[src/rtl/score_display.sv]
// Score stage: BCD accumulator fed by line-clear events,
// rendered as four seven-segment digits for the VGA top.
module score_display #(
  parameter int         X0    = 560,
  parameter int         Y0    = 40,
  parameter int         PITCH = 20,
  parameter logic [7:0] COLOR = 8'hFC
) (
  input  logic        vclk,
  input  logic        rst_n,
  input  logic [10:0] hcount,
  input  logic [9:0]  vcount,
  input  logic        lines_valid,
  input  logic [2:0]  lines_count,
  input  logic        clear_score,
  output logic [7:0]  pixel_score,
  output logic [15:0] score_bcd,
  output logic        busy,
  output logic        overflow
);

  typedef enum logic [1:0] {IDLE, ADD, SAT, DONE} state_t;

  state_t      state_q, state_d;
  logic [1:0]  idx_q, idx_d;
  logic [3:0]  carry_q, carry_d;
  logic [15:0] score_q, score_d;
  logic        ovf_q, ovf_d;
  logic        pend_v_q, pend_v_d;
  logic [3:0]  pend_pts_q, pend_pts_d;
  logic [15:0] shown_q, shown_d;
  logic [7:0]  pix_q, pix_d;

  logic [3:0]  new_pts;
  logic        ev;
  logic [3:0]  digit;
  logic [4:0]  sum;
  logic        wrap;

  function automatic logic [3:0] pts_of(input logic [2:0] n);
    unique case (n)
      3'd1:    pts_of = 4'd1;
      3'd2:    pts_of = 4'd3;
      3'd3:    pts_of = 4'd5;
      3'd4:    pts_of = 4'd8;
      default: pts_of = 4'd0;
    endcase
  endfunction

  // {a,b,c,d,e,f,g}
  function automatic logic [6:0] seg_pat(input logic [3:0] d);
    unique case (d)
      4'd0:    seg_pat = 7'b1111110;
      4'd1:    seg_pat = 7'b0110000;
      4'd2:    seg_pat = 7'b1101101;
      4'd3:    seg_pat = 7'b1111001;
      4'd4:    seg_pat = 7'b0110011;
      4'd5:    seg_pat = 7'b1011011;
      4'd6:    seg_pat = 7'b1011111;
      4'd7:    seg_pat = 7'b1110000;
      4'd8:    seg_pat = 7'b1111111;
      4'd9:    seg_pat = 7'b1111011;
      default: seg_pat = 7'b0000000;
    endcase
  endfunction

  function automatic logic seg_hit(
    input logic [3:0] lx,
    input logic [4:0] ly,
    input logic [6:0] p
  );
    logic mid_x;
    mid_x = (lx >= 4'd2) && (lx <= 4'd13);
    seg_hit =
      (p[6] && ly <= 5'd2 && mid_x) ||
      (p[5] && lx >= 4'd13 && ly >= 5'd2 && ly <= 5'd11) ||
      (p[4] && lx >= 4'd13 && ly >= 5'd12 && ly <= 5'd21) ||
      (p[3] && ly >= 5'd21 && mid_x) ||
      (p[2] && lx <= 4'd2 && ly >= 5'd12 && ly <= 5'd21) ||
      (p[1] && lx <= 4'd2 && ly >= 5'd2 && ly <= 5'd11) ||
      (p[0] && ly >= 5'd11 && ly <= 5'd12 && mid_x);
  endfunction

  always_comb begin
    state_d    = state_q;
    idx_d      = idx_q;
    carry_d    = carry_q;
    score_d    = score_q;
    ovf_d      = ovf_q;
    pend_v_d   = pend_v_q;
    pend_pts_d = pend_pts_q;
    new_pts    = pts_of(lines_count);
    ev         = lines_valid && (new_pts != 4'd0);
    digit      = score_q[{idx_q, 2'b00} +: 4];
    sum        = {1'b0, digit} + {1'b0, carry_q};
    wrap       = sum > 5'd9;

    unique case (state_q)
      IDLE: begin
        if (pend_v_q) begin
          carry_d    = pend_pts_q;
          idx_d      = 2'd0;
          state_d    = ADD;
          pend_v_d   = ev;
          pend_pts_d = ev ? new_pts : pend_pts_q;
        end else if (ev) begin
          carry_d = new_pts;
          idx_d   = 2'd0;
          state_d = ADD;
        end
      end
      ADD: begin
        score_d[{idx_q, 2'b00} +: 4] =
          wrap ? 4'(sum - 5'd10) : sum[3:0];
        carry_d = {3'b000, wrap};
        idx_d   = idx_q + 2'd1;
        if (idx_q == 2'd3)
          state_d = wrap ? SAT : DONE;
      end
      SAT: begin
        score_d = 16'h9999;
        ovf_d   = 1'b1;
        state_d = DONE;
      end
      DONE: state_d = IDLE;
      default: state_d = IDLE;
    endcase

    // One-deep queue for events arriving while the adder is occupied
    if (state_q != IDLE && ev && !pend_v_q) begin
      pend_v_d   = 1'b1;
      pend_pts_d = new_pts;
    end

    shown_d = (hcount == 11'd0 && vcount == 10'd0) ? score_q : shown_q;

    if (clear_score) begin
      state_d  = IDLE;
      idx_d    = 2'd0;
      carry_d  = 4'd0;
      score_d  = 16'h0000;
      ovf_d    = 1'b0;
      pend_v_d = 1'b0;
      shown_d  = 16'h0000;
    end
  end

  logic [10:0] ly, lx, ox;
  logic        in_y, lit;
  logic [3:0]  show;

  always_comb begin
    lit  = 1'b0;
    lx   = 11'd0;
    ox   = 11'd0;
    ly   = {1'b0, vcount} - 11'(Y0);
    in_y = ({1'b0, vcount} >= 11'(Y0)) && (ly < 11'd24);
    show = {|shown_q[15:12], |shown_q[15:8], |shown_q[15:4], 1'b1};
    for (int k = 0; k < 4; k++) begin
      ox = 11'(X0 + (3 - k) * PITCH);
      lx = hcount - ox;
      if (in_y && show[k] && hcount >= ox && lx < 11'd16 &&
          seg_hit(lx[3:0], ly[4:0], seg_pat(shown_q[4*k +: 4])))
        lit = 1'b1;
    end
    pix_d = (lit && hcount < 11'd800 && vcount < 10'd600) ? COLOR : 8'h00;
  end

  always_ff @(posedge vclk or negedge rst_n) begin
    if (!rst_n) begin
      state_q    <= IDLE;
      idx_q      <= 2'd0;
      carry_q    <= 4'd0;
      score_q    <= 16'h0000;
      ovf_q      <= 1'b0;
      pend_v_q   <= 1'b0;
      pend_pts_q <= 4'd0;
      shown_q    <= 16'h0000;
      pix_q      <= 8'h00;
    end else begin
      state_q    <= state_d;
      idx_q      <= idx_d;
      carry_q    <= carry_d;
      score_q    <= score_d;
      ovf_q      <= ovf_d;
      pend_v_q   <= pend_v_d;
      pend_pts_q <= pend_pts_d;
      shown_q    <= shown_d;
      pix_q      <= pix_d;
    end
  end

  assign pixel_score = pix_q;
  assign score_bcd   = score_q;
  assign busy        = (state_q == ADD) || (state_q == SAT);
  assign overflow    = ovf_q;

endmodule

[config.mk]
export PLATFORM = sky130hd
export DESIGN_NAME = score_display
export DESIGN_NICKNAME = d
export VERILOG_FILES = /design/src/rtl/score_display.sv
export SDC_FILE = /design/constraint.sdc
export NUM_CORES = 1
export LEC_CHECK = 0
export BUFFER_PORTS_ARGS = -buffer_cell sky130_fd_sc_hd__buf_2
export CAP_MARGIN = 20
export CORE_ASPECT_RATIO = 1.75
export CORE_UTILIZATION = 55
export DETAILED_ROUTE_END_ITERATION = 10
export PLACE_DENSITY = 0.76
export SLEW_MARGIN = 0
export SYNTH_ARGS = -nofsm -noshare
export SYNTH_HDL_FRONTEND = slang
export SYNTH_SLANG_ARGS = --single-unit
export TNS_END_PERCENT = 50
[constraint.sdc]
create_clock -name vclk -period 3.7 [get_ports vclk]
set_clock_uncertainty 0.15 [all_clocks]
set_input_delay 0.37 -clock vclk [delete_from_list [all_inputs] [get_ports vclk]]
set_output_delay 0.37 -clock vclk [all_outputs]
set_load 0.02 [all_outputs]
---- Word-level counts from Yosys, hierarchy flattened ----
Memory sizes are Yosys's and may differ from the RTL's.
Cells that the tools add are included.
word-level totals
  register bits ........................... 54
  bits in read-only memories .............. 448
  bits of input ports ..................... 28
  word-level logic and storage cells ...... 254
  memories ................................ 4
operators by class
  $add $sub $neg .......................... 9
  $lt $le $gt $ge ......................... 37
  equality and inequality tests ........... 10
  shift operators ......................... 3
  multiplexer cells ....................... 35
  reductions and logical operators ........ 147
memory list
  memory            depth  bits a word  rd ports  clocked after Yosys merged registers in  wr ports  RTL line  text
  (name not given)  16     7            1         0                                        0         52        unique case (d)
  (name not given)  16     7            1         0                                        0         52
  (name not given)  16     7            1         0                                        0         52
  (name not given)  16     7            1         0                                        0         52
operators by type and width
  kind                                                                  count
  logical AND 1 bit                                                     102
  < comparator 11 x 5 -> 1 bit (second input constant)                  5
  2-to-1 mux 16 bit                                                     3
  greater-or-equal comparator 11 x 10 -> 1 bit (second input constant)  4
  subtractor 11 x 10 -> 11 bit (second input constant)                  4
  case mux 16 bit (2 select lines)                                      1
  2-to-1 mux 4 bit                                                      7
  logical OR 1 bit                                                      25
  bitwise mux 16 bit                                                    1
  greater-or-equal comparator 4 x 2 -> 1 bit (second input constant)    4
  greater-or-equal comparator 4 bit (second input constant)             4
  <= comparator 4 x 2 -> 1 bit (second input constant)                  4
  <= comparator 4 bit (second input constant)                           4
  case mux 4 bit (4 select lines)                                       1
  variable shift 4 x 6 -> 16 bit (first input constant)                 1
  indexed part select 16 x 5 -> 4 bit                                   1
  indexed part select 4 x 6 -> 16 bit                                   1
  2-to-1 mux 2 bit                                                      7
  nonzero test 2 bit                                                    6
  OR reduction 12 bit                                                   1
  zero test 11 bit                                                      1
  < comparator 11 x 10 -> 1 bit (second input constant)                 1
  2-to-1 mux 1 bit                                                      11
  subtractor 10 x 6 -> 11 bit (second input constant)                   1
  33 further kinds                                                      41

---- Longest topological paths before layout ----
  depth in word-level cells ............... 19
  gate-level depth with buffers ........... 12
  mapped depth without buffers ............ 11

---- Worst setup path after synthesis ----
No wires, ideal clock.
  path type ............................... reg2reg
  start ................................... register idx_q[0]
  end ..................................... register score_q[14] (netlist: score_bcd[14])
  library setup time ...................... 0.068 ns
  data arrival time ....................... 3.030 ns
  data required time ...................... 3.482 ns
  slack ................................... 0.452 ns
  stages on the path, launching flop included .. 12
  path buffers ............................ 1
  period minus slack after synthesis ...... 3.248 ns
  cell sequence ........................... dfrtp_1 clkbuf_1 mux4_2 ha_1 inv_1 fa_1 xor2_1 nand2_1 a21oi_1 mux2i_1 nor3b_1 a22o_1
between the ends
  word-level cells in the longest chain between the ends .. 8
  elaborated cells between the ends (all ways) .. 11
  those cells by class .................... 3 x add/sub; 1 x order compare; 3 x shift; 4 x mux
ends and longest elaborated chain
  element                                                          RTL line  text
  start, declared                                                  25        logic [1:0] idx_q, idx_d;
  start signal, assigned                                           182       idx_q <= idx_d;
  indexed part select 16 x 5 -> 4 bit                              94        digit = score_q[{idx_q, 2'b00} +: 4];
  adder 4 x 4 -> 5 bit                                             95        sum = {1'b0, digit} + {1'b0, carry_q};
  subtractor 4 bit or > comparator 5 x 4 -> 1 bit (tied branches)  114, 96
  2-to-1 mux 4 bit                                                 114       wrap ? 4'(sum - 5'd10) : sum[3:0];
  indexed part select 4 x 6 -> 16 bit                              113       score_d[{idx_q, 2'b00} +: 4] =
  bitwise mux 16 bit (*)                                           113
  case mux 16 bit (2 select lines) (*)                             98        unique case (state_q)
  2-to-1 mux 16 bit (*)                                            137       if (clear_score) begin
  end signal, assigned                                             184       score_q <= score_d;
  end, declared                                                    27        logic [15:0] score_q, score_d;
Mark *: on every way between the ends. The rest lies on a longest branch, timed or not.
A chain may end at the register's enable or synchronous reset.

---- Worst setup path in the final report ----
  start ................................... register idx_q[0]
  end ..................................... register score_q[10] (netlist: score_bcd[10])
The elaborated chain is that of the path after synthesis.

==> metrics.csv <==
stage,metric,value,unit
clock_tree,cell at the root of the clock tree,clkbuf_16,
timing,Achievable Freq,0.291,GHz
run_status,run status,finished clean,
die,top-level port count,54,
cells_and_area,footprint of the multi-input gates,2840,sq um
routing,Initial DRC Count,133,
clock_tree,Resize count post-CTS,0,
power,sequential share of power,34.3,%
power,Leak Pwr,0.00213,uW
critical_path,type of the worst setup path,reg -> reg,
min_path,Worst Hold Class,in -> reg,
cells_and_area,final core utilization,63.0,%
die,overall die area,8120,sq um
timing,total count of max-transition violations in the final report,0,
critical_path,"Arr. time, crit path",3.52,ns
grt,overflow left after global routing,0,
power,pwr/cell area,417,nW/um^2
critical_path,R2R Path End,score_bcd[10],
timing,Worst Hold Slack,0.156,ns
power,maximum vdd drop,0.546,mV
yosys,count of flip-flops with a built-in enable after synthesis,0,
die,placement row count,42,
power,net switching share of the total power,38.8,%
critical_path,R2R setup slack,0.26,ns
yosys,cell taking the most area after synthesis,dfrtp_1,
power,Gate power share,39.8,%
timing,share of the cycle needed by the critical path after routing,93.0,%
critical_path,type of element capturing the critical path,flip-flop,
grt,via count of the first global-routing pass,3560,
timing,final setup violation count,0,
yosys,Post-Syn Area,4260,sq um
power,net switching power,766,uW
die,horizontal die dimension,68.5,microns
yosys,leading post-synthesis cells by instance count,"ha_1, dfrtp_1, nand2_1, a21oi_1, nor2_1",
timing,setup repair after global routing missed its margin,no,
timing,sum of negative setup slack,0,ns
clock_tree,clock tree from TritonCTS,yes,
timing,Period minus WS final,3.44,ns
cells_and_area,nets,616,
place,Detail Placement HPWL,8220,microns
critical_path,WP data required,3.78,ns
critical_path,largest fanout on the critical path,11,
min_path,end of the worst hold path,pend_pts_q[1],
routing,total via count after detailed routing,3867,
yosys,"Seq/Total Area, Yosys",27.6,%
yosys,most frequent cell after synthesis,ha_1,
yosys,Syn. warnings,0,
die,Starting Density,56.7,%
clock_tree,clk buf depth,2,
clock_tree,cts bufs inserted,5,
routing,via/cell ratio,6.18,
timing,Final Hold Vio Count,0,
critical_path,path depth of the worst reg2reg path,10,
die,Std-Cell Core Area,7510,sq um
power,clock share of power,25.9,%
min_path,hold path cells,2,
yosys,flop and latch count out of synthesis,47,
grt,number of antenna violations at the first check in global routing,0,
cells_and_area,number of filler cells placed in the layout,652,
critical_path,critical register-to-register path startpoint,idx_q[0],
die,Chip Height,118,microns
routing,detailed-route DRC error count,0,
yosys,Yosys top cell area share,27.6,%
min_path,hold path startpoint,lines_count[0],
yosys,most frequently used flop master after synthesis,dfrtp_1,
yosys,average size of a mapped cell,8.59,sq um
place,number of port buffers,51,
yosys,distinct cell type count after synthesis,65,
clock_tree,number of sinks driven by the clock tree,47,
flow_run,max-capacitance violation count,0,
yosys,main area contributors after synthesis,"dfrtp_1, ha_1, mux2i_1",
routing,total detailed-routing wirelength,10800,microns
routing,final routed wire length divided by cell count,17.2,microns
clock_tree,H-tree depth reported by CTS,2,
critical_path,Worst setup SP type,flip-flop,
grt,Global Route Usage Sum,27.0,%
routing,Pre-antenna DRT Iters,4,
yosys,cells after synthesis,496,
routing,"antenna viol nets, final",0,
grt,pin count of the biggest net entering global routing,48,
cells_and_area,sequential standard cell area,1180,sq um
place,final weighted congestion of routability-driven global placement,0.995,
cells_and_area,fraction of final layout cells sized beyond drive strength 1,16.5,%
timing,slew at the pin closest to its max-slew limit,0.804,ns
power,design internal power,1210,uW
cells_and_area,fin cells,626,
clock_tree,"CTS clk-pin slew, worst paths",0.06,ns
grt,first-pass GRT wire length,16300,microns
place,number of cells in the design after placement,616,
timing,Worst slew margin,45.7,%
cells_and_area,n_diodes,0,
clock_tree,Worst-Skew Late Latency,0.29,ns
cells_and_area,"Area growth, synth to finish",11.0,%
power,final total power,1970,uW
yosys,asr flop ratio synth,100,%
==> cell usage in the layout (no fill, tap or decap), drive strengths merged, types with 6 or more instances in the layout <==
master  count
o31ai      12
buf        58
mux2        6
nor2b      11
nand2b     16
nand2      42
dfrtp      47
mux2i      21
inv        29
a22o        7
nor3       18
a21oi      40
nor2       41
o22ai       7
ha         50
nand3      12
o21ai      27
==> flip-flops by register name (all words and copies together), names as in the netlist <==
name and count:
pend_v_q 1, idx_q 2, pixel_score 1, score_bcd 16
carry_q 4, overflow 1, pend_pts_q 4, state_q 2
shown_q 16
==> worst max-delay path, stage by stage, from the launching register on <==
cell	delay, ns
dfrtp_1	0.59
mux4_2	0.56
ha_1	0.22
inv_1	0.08
fa_1	0.20
xor2_1	0.28
nand2_1	0.12
a21oi_1	0.25
mux2i_1	0.39
nor3b_1	0.38
a22o_1	0.18
==> cells by family after synthesis <==
logic type	count (synthesis)	synth area share [%]
AO/OA/AOI/OAI	136	20.8
XOR/XNOR	7	1.44
adder cells (fa/ha/maj)	51	15.2
buffers and inverters	55	5.90
flip-flops	47	27.6
multiplexers	31	8.63
other	1	0.0880
AND/OR/NAND/NOR	168	20.4
==> timing repair <==
| item | CTS | global route |
|---|---|---|
| setup buffers | 0 | 0 |
| hold buffers | 0 | 1 |
| endpoints found under the hold margin | 0 | 8 |
==> per-stage QoR <==
step / instance area, sq um / worst slack (ns)
finish: 4730 / 0.258
global route: 4730 / 0.0705
CTS: 4700 / 0.322
detailed placement: 4530 / 0.348
global placement: 4530 / 0.483
floorplan: 4260 / 0.452
==> metal layers <==
metal / part of all wire, % / global-route usage [%] / vias up
met4: 5.9 / 17.2 / 0
met1: 36 / 26.3 / 1817
met2: 54 / 49.8 / 138
met5: 0 / 0 / -
li1: - / - / 1862
met3: 3.8 / 3.19 / 50
==> power groups by stage <==
| stage | Sequential (uW) | Combinational, uW | Clock [uW] |
|---|---|---|---|
| after floorplan | 678 | 532 | 0 |
| after global placement | 682 | 752 | 0 |
| after detailed placement | 687 | 769 | 0 |
| after CTS | 678 | 773 | 521 |
| after global routing | 688 | 856 | 538 |
| final | 678 | 785 | 511 |
==> worst max-delay path by stage <==
stage	startpoint	end	cells past startpoint
after floorplan	idx_q[0]	score_bcd[14]	11
after global placement	idx_q[0]	score_bcd[10]	10
after detailed placement	idx_q[0]	score_bcd[6]	10
after CTS	idx_q[0]	score_bcd[6]	10
after global routing	idx_q[0]	score_bcd[6]	10
final	idx_q[0]	score_bcd[10]	10
==> layout make-up <==
class	count	share of cell area, %
clock buffers	5	2.64
flip-flops and latches	47	24.9
inverters	29	2.30
repair buffers	59	6.98
multi-input cells	395	60.0
well taps	88	2.33
clock inverters	3	0.926
Note: power is estimated with default switching activity, not from simulation.
